===== config.mk =====
export PLATFORM = sky130hd
export DESIGN_NAME = enter_input_stage
export DESIGN_NICKNAME = d
export VERILOG_FILES = /design/src/rtl/input_pkg.sv /design/src/rtl/button_debouncer.sv /design/src/rtl/enter_input_stage.sv
export SDC_FILE = /design/constraint.sdc
export NUM_CORES = 1
export LEC_CHECK = 0
export CORE_MARGIN = 1.5
export CORE_UTILIZATION = 40
export CTS_CLUSTER_DIAMETER = 30
export DETAILED_ROUTE_END_ITERATION = 12
export PLACE_DENSITY = 0.62
export SLEW_MARGIN = 20
export SYNTH_ARGS = -nofsm -noshare
export SYNTH_HDL_FRONTEND = slang
export SYNTH_HIERARCHICAL = 1
export SYNTH_SLANG_ARGS = --single-unit

===== constraint.sdc =====
create_clock -name clk -period 2.3 [get_ports clk]
set_input_delay 0.345 -clock clk [delete_from_list [all_inputs] [get_ports clk]]
set_output_delay 0.345 -clock clk [all_outputs]
set_load 0.01 [all_outputs]

===== src/rtl/input_pkg.sv =====
`default_nettype none
// ============================================================================
//  Module      : input_pkg
//  Description : Shared types and constants for the ENTER/switch input stage.
//  Revision    : 1.0 - initial release
// ============================================================================
package input_pkg;

    localparam int c_data_w = 8;

    typedef enum logic [1:0] {
        IDLE         = 2'd0,
        PRESS_WAIT   = 2'd1,
        HELD         = 2'd2,
        RELEASE_WAIT = 2'd3
    } btn_state_t;

endpackage
`default_nettype wire


===== src/rtl/button_debouncer.sv =====
`default_nettype none
// ============================================================================
//  Module      : button_debouncer
//  Description : Synchronizes an active-low button, debounces both edges and
//                emits a single-cycle strobe per accepted press.
//  Revision    : 1.0 - initial release
// ============================================================================
module button_debouncer
    import input_pkg::*;
#(
    parameter int SYNC_STAGES     = 2,
    parameter int DEBOUNCE_CYCLES = 250000
) (
    input  logic clk,
    input  logic nreset,
    input  logic i_nenter,
    output logic o_pressed,
    output logic o_press_set,
    output logic o_press
);

    localparam int                 c_cnt_w    = $clog2(DEBOUNCE_CYCLES);
    localparam logic [c_cnt_w-1:0] c_cnt_last = c_cnt_w'(DEBOUNCE_CYCLES - 1);
    localparam logic [c_cnt_w-1:0] c_cnt_one  = c_cnt_w'(1);

    logic [SYNC_STAGES-1:0] r_sync;
    logic                   w_s_n;
    btn_state_t             r_state;
    btn_state_t             w_state_nxt;
    logic [c_cnt_w-1:0]     r_cnt;
    logic [c_cnt_w-1:0]     w_cnt_nxt;
    logic                   r_press;
    logic                   w_press_nxt;

    // Chain resets to the released level so a button held through reset is requalified.
    always_ff @(posedge clk or negedge nreset) begin
        if (!nreset) begin
            r_sync <= '1;
        end else begin
            r_sync <= {r_sync[SYNC_STAGES-2:0], i_nenter};
        end
    end

    assign w_s_n = r_sync[SYNC_STAGES-1];

    always_ff @(posedge clk or negedge nreset) begin
        if (!nreset) begin
            r_state <= IDLE;
            r_cnt   <= '0;
            r_press <= 1'b0;
        end else begin
            r_state <= w_state_nxt;
            r_cnt   <= w_cnt_nxt;
            r_press <= w_press_nxt;
        end
    end

    always_comb begin
        w_state_nxt = r_state;
        w_cnt_nxt   = r_cnt;
        w_press_nxt = 1'b0;
        case (r_state)
            IDLE: begin
                if (!w_s_n) begin
                    w_state_nxt = PRESS_WAIT;
                    w_cnt_nxt   = c_cnt_one;
                end
            end
            PRESS_WAIT: begin
                if (w_s_n) begin
                    w_state_nxt = IDLE;
                    w_cnt_nxt   = '0;
                end else if (r_cnt == c_cnt_last) begin
                    w_state_nxt = HELD;
                    w_cnt_nxt   = '0;
                    w_press_nxt = 1'b1;
                end else begin
                    w_cnt_nxt   = r_cnt + c_cnt_one;
                end
            end
            HELD: begin
                if (w_s_n) begin
                    w_state_nxt = RELEASE_WAIT;
                    w_cnt_nxt   = c_cnt_one;
                end
            end
            RELEASE_WAIT: begin
                if (!w_s_n) begin
                    w_state_nxt = HELD;
                    w_cnt_nxt   = '0;
                end else if (r_cnt == c_cnt_last) begin
                    w_state_nxt = IDLE;
                    w_cnt_nxt   = '0;
                end else begin
                    w_cnt_nxt   = r_cnt + c_cnt_one;
                end
            end
            default: begin
                w_state_nxt = IDLE;
                w_cnt_nxt   = '0;
            end
        endcase
    end

    assign o_pressed   = (r_state == HELD) || (r_state == RELEASE_WAIT);
    assign o_press_set = w_press_nxt;
    assign o_press     = r_press;

endmodule
`default_nettype wire


===== src/rtl/enter_input_stage.sv =====
`default_nettype none
// ============================================================================
//  Module      : enter_input_stage
//  Description : Conditions the ENTER button and switch word, capturing the
//                word on each press behind a valid/ack handshake.
//  Revision    : 1.0 - initial release
// ============================================================================
module enter_input_stage
    import input_pkg::*;
#(
    parameter int DATA_W          = c_data_w,
    parameter int SYNC_STAGES     = 2,
    parameter int DEBOUNCE_CYCLES = 250000
) (
    input  logic              clk,
    input  logic              nreset,
    input  logic              nenter,
    input  logic [DATA_W-1:0] inputdata,
    input  logic              data_ack,
    output logic [DATA_W-1:0] data_out,
    output logic              data_valid,
    output logic              enter_pulse,
    output logic              overrun
);

    logic [SYNC_STAGES-1:0][DATA_W-1:0] r_dsync;
    logic [DATA_W-1:0]                  w_sdata;
    logic                               w_pressed;
    logic                               w_press_set;
    logic                               w_capture;
    logic [DATA_W-1:0]                  r_data;
    logic                               r_valid;
    logic                               r_overrun;

    always_ff @(posedge clk or negedge nreset) begin
        if (!nreset) begin
            r_dsync <= '0;
        end else begin
            r_dsync <= {r_dsync[SYNC_STAGES-2:0], inputdata};
        end
    end

    assign w_sdata = r_dsync[SYNC_STAGES-1];

    button_debouncer #(
        .SYNC_STAGES     (SYNC_STAGES),
        .DEBOUNCE_CYCLES (DEBOUNCE_CYCLES)
    ) u_button_debouncer (
        .clk         (clk),
        .nreset      (nreset),
        .i_nenter    (nenter),
        .o_pressed   (w_pressed),
        .o_press_set (w_press_set),
        .o_press     (enter_pulse)
    );

    // A press can only qualify from the released side of the debouncer.
    assign w_capture = w_press_set & ~w_pressed;

    // An ack in the capture cycle frees the slot, so the new word replaces the old one.
    always_ff @(posedge clk or negedge nreset) begin
        if (!nreset) begin
            r_data    <= '0;
            r_valid   <= 1'b0;
            r_overrun <= 1'b0;
        end else if (w_capture) begin
            if (!r_valid || data_ack) begin
                r_data  <= w_sdata;
                r_valid <= 1'b1;
            end else begin
                r_overrun <= 1'b1;
            end
        end else if (r_valid && data_ack) begin
            r_valid <= 1'b0;
        end
    end

    assign data_out   = r_data;
    assign data_valid = r_valid;
    assign overrun    = r_overrun;

endmodule
`default_nettype wire


==> metrics.md <==
| Metric | Value |
|---|---|
| Critical Path Max Stage Delay | roughly 0.55 ns |
| Area Growth Syn to Fin | 27.2% |
| Count leader, synth | dfrtp_1 |
| Clock skew | roughly 0.0089 ns |
| Async SR Flop Fraction | 100% |
| Global-route usage over all layers | between 15 and 20% |
| Synth Instances | around 170 |
| Post-place setup slack | -0.0252 ns |
| Placer congestion estimate | roughly 0.8 |
| CP required | 2.49 ns |
| Period Utilization, post-route | a little over nine tenths |
| Buffers on Ports | 22 |
| Worst slew pin tran | 0.568 ns |
| Global route overflow | 0 |
| Drt wl/cell | 14.0 microns |
| Dpl cell area | ~2400 sq um |
| N_diodes | 0 |
| Total power draw | 0.00201 W |
| Latest clock arrival within the worst-skew pair | ~0.30 ns |
| Post-Syn Nets | between 150 and 200 |
| Post-synthesis area per instance | roughly 12 sq um |
| Final setup margin | around 0.053 ns |
| Post-synthesis register bit count | 49 |
| Reg2reg path depth | 8 |
| Synth top area cells | dfrtp_1, mux2_2, a31oi_1, nand2_1, nand3_1 |
| Layout net count | between 200 and 250 |
| Worst setup path category | flop to flop |
| Seq/Total Area, Yosys | about three fifths |
| First-pass GRT wire length | approximately 6700 microns |
| Worst Path Arrival | around 2.4 ns |
| Final hold viol count | 0 |
| Primary FF master, synth | dfrtp_1 |
| Clk buf depth | 2 |
| Pwr dens | 795 nW/um^2 |
| Pins over their slew limit | 0 |
| Boundary Pins | 23 |
| Pleak | 1.08 nW |
| Setup violators final | 0 |
| Die area | 5410 sq um |
| Share of cells above drive strength 1 | about 20% |
| RSZ-0062 raised after global routing | yes |
| Via count | ~1.4k |
| Post-layout instance area | approximately 2500 sq um |
| Worst path slowest cell | or4_4 |
| Status | finished clean |
| Peak supply drop | slightly above 0.4 mV |
| Commonest cells in the netlist | dfrtp_1, nand2_1, a31oi_1, nand3_1, o21ai_0 |
| Largest net degree at the start of global routing | 29 |
| R2R Path End | data_out[2] |
| Detail Route Antenna Nets | 0 |
| CTS tree | yes |
| Crit. End Element | flop |
| H-Tree Level Count | 2 |
| Most numerous cell on the critical path | nor4_4 |
| Post-DP HPWL | 2740 microns |
| Total CTS buffers | 5 |
| Synth Cell Area | around 2000 sq um |
| Max-Cap Viols | 0 |
| Crit-path cells | or4_4 > nor4_4 > nand2_1 > nor4_4 > nand2b_4 > a21oi_4 > buf_12 > mux2_2 |
| Unique masters post-synth | 34 |
| # rows | 25 |
| Leading area contributor after synthesis | dfrtp_1 |
| Sum Neg Setup Slack | 0 ns |
| Initial antenna violation count | 0 |
| Crit. Startpoint | u_button_debouncer/r_cnt[8] |
| Peak Freq | between 0.4 and 0.5 GHz |
| Yosys warning count | 6 |
| Bufs and invs on worst path | 1 |
| Post-synth EDFFs | 0 |
| Worst hold margin | around 0.0013 ns |
| Vias in the first global route | 1403 |
| Via/cell ratio | about 5.3 |
| DRT Wirelength | 3860 microns |
| Residual DRC count | 0 |
| Period minus WS final | between 2 and 2.5 ns |
| CP Max Fanout | 8 |
| DR pass1 iterations | 4 |
| CP top delay family | simple AND/OR/NAND/NOR gates |
| Clock sink count | 49 |
| Post-CTS Hold Fix Bufs | 0 |
| Starting Density | a little over two fifths |
| HP Class | input pin to async pin |
| Area of the core | around 4800 sq um |
| Clk slew on worst S/H paths | approximately 0.090 ns |
| CP startpoint kind | flop |
| Height of the die | 73.5 microns |
| Drt initial violations | 72 |
| Clock Tree Root | clkbuf_8 |
| Die X | between 70 and 80 microns |
| FF-to-FF Start | u_button_debouncer/r_cnt[8] |
| Max_slew headroom | around three fifths |
| Share of the synthesized area in the top cell type | between 50% and 60% |
| R2r setup slk | around 0.053 ns |
layout make-up:
cell class	instances	area, sq um
Clock buffer	6	72.6
Fill cell	426	2220
Timing Repair Buffer	37	353
Clock inverter	2	38.8
Sequential cell	49	1230
Inverter	5	18.8
Multi-Input combinational cell	109	736
Tap cell	67	83.8
cell families (layout without fill, tap and decap cells):
kind of cell    after synthesis  in the layout  synth area share [%]
fa+ha+maj                     1              1                 0.628
xor+xnor                      1              1                 0.440
mux                           8              8                  4.53
flops                        49             49                  61.7
simple gates                 52             52                  13.8
compound gates               47             47                  16.4
buf+inv                       9             50                  2.45
routing by layer:
metal / up-vias / part of all wire [%] / global-route usage, %
met1: 709 / 44 / 21.0
met5: - / 0 / 0
li1: 693 / - / -
met3: 8 / 5.2 / 4.80
met4: 0 / 1.8 / 5.97
met2: 38 / 48 / 26.0
cell usage in the layout, fill, tap and decap left out, drive strengths merged, types with 2 or more instances in the layout:
cell type / n
a21o: 3
a21oi: 6
a22o: 2
a31oi: 13
a41oi: 5
buf: 16
clkbuf: 6
clkdlybuf4s50: 21
dfrtp: 47
dfstp: 2
inv: 5
mux2: 8
nand2: 19
nand3: 13
nor2: 9
nor3: 2
nor4: 2
o21ai: 11
o31ai: 3
metrics by stage:
| stage | std cells | utilization [%] |
|---|---|---|
| floorplan | 167 | - |
| global placement | 265 | 50.2 |
| detailed placement | 265 | 50.2 |
| CTS | 274 | 52.9 |
| global route | 275 | 53.2 |
| finish | 275 | 53.2 |
worst max path at each step:
stage               slack [ns]     endpoint  depth (start not counted)
CTS                       0.03  data_out[5]                          8
finish                    0.05  data_out[2]                          8
global placement          0.06  data_out[3]                          7
detailed placement       -0.03  data_out[5]                          7
global route             -0.07  data_out[1]                          8
floorplan                -0.02  data_out[0]                          7
power breakdown:
group	switching, W	total [W]	internal (W)
clock network	0.000275	0.000601	0.000326
registers	0.0000509	0.000966	0.000915
logic	0.000274	0.000445	0.000171
total	0.000599	0.00201	0.00141
registers in the layout, summed over array words and instances, names as in the netlist, named ones only:
signal                      cells
u_button_debouncer/r_cnt       18
data_out                        8
r_dsync                         8
w_sdata                         8
u_button_debouncer/r_sync       2
data_valid                      1
overrun                         1
u_button_debouncer/o_press      1
u_button_debouncer/r_state      1
repair_timing:
action                     CTS  global route
setup endpoints to repair    8             8
buffers inserted             1             1
gates resized for setup      0             2
Power figures use the tool's default switching activity.
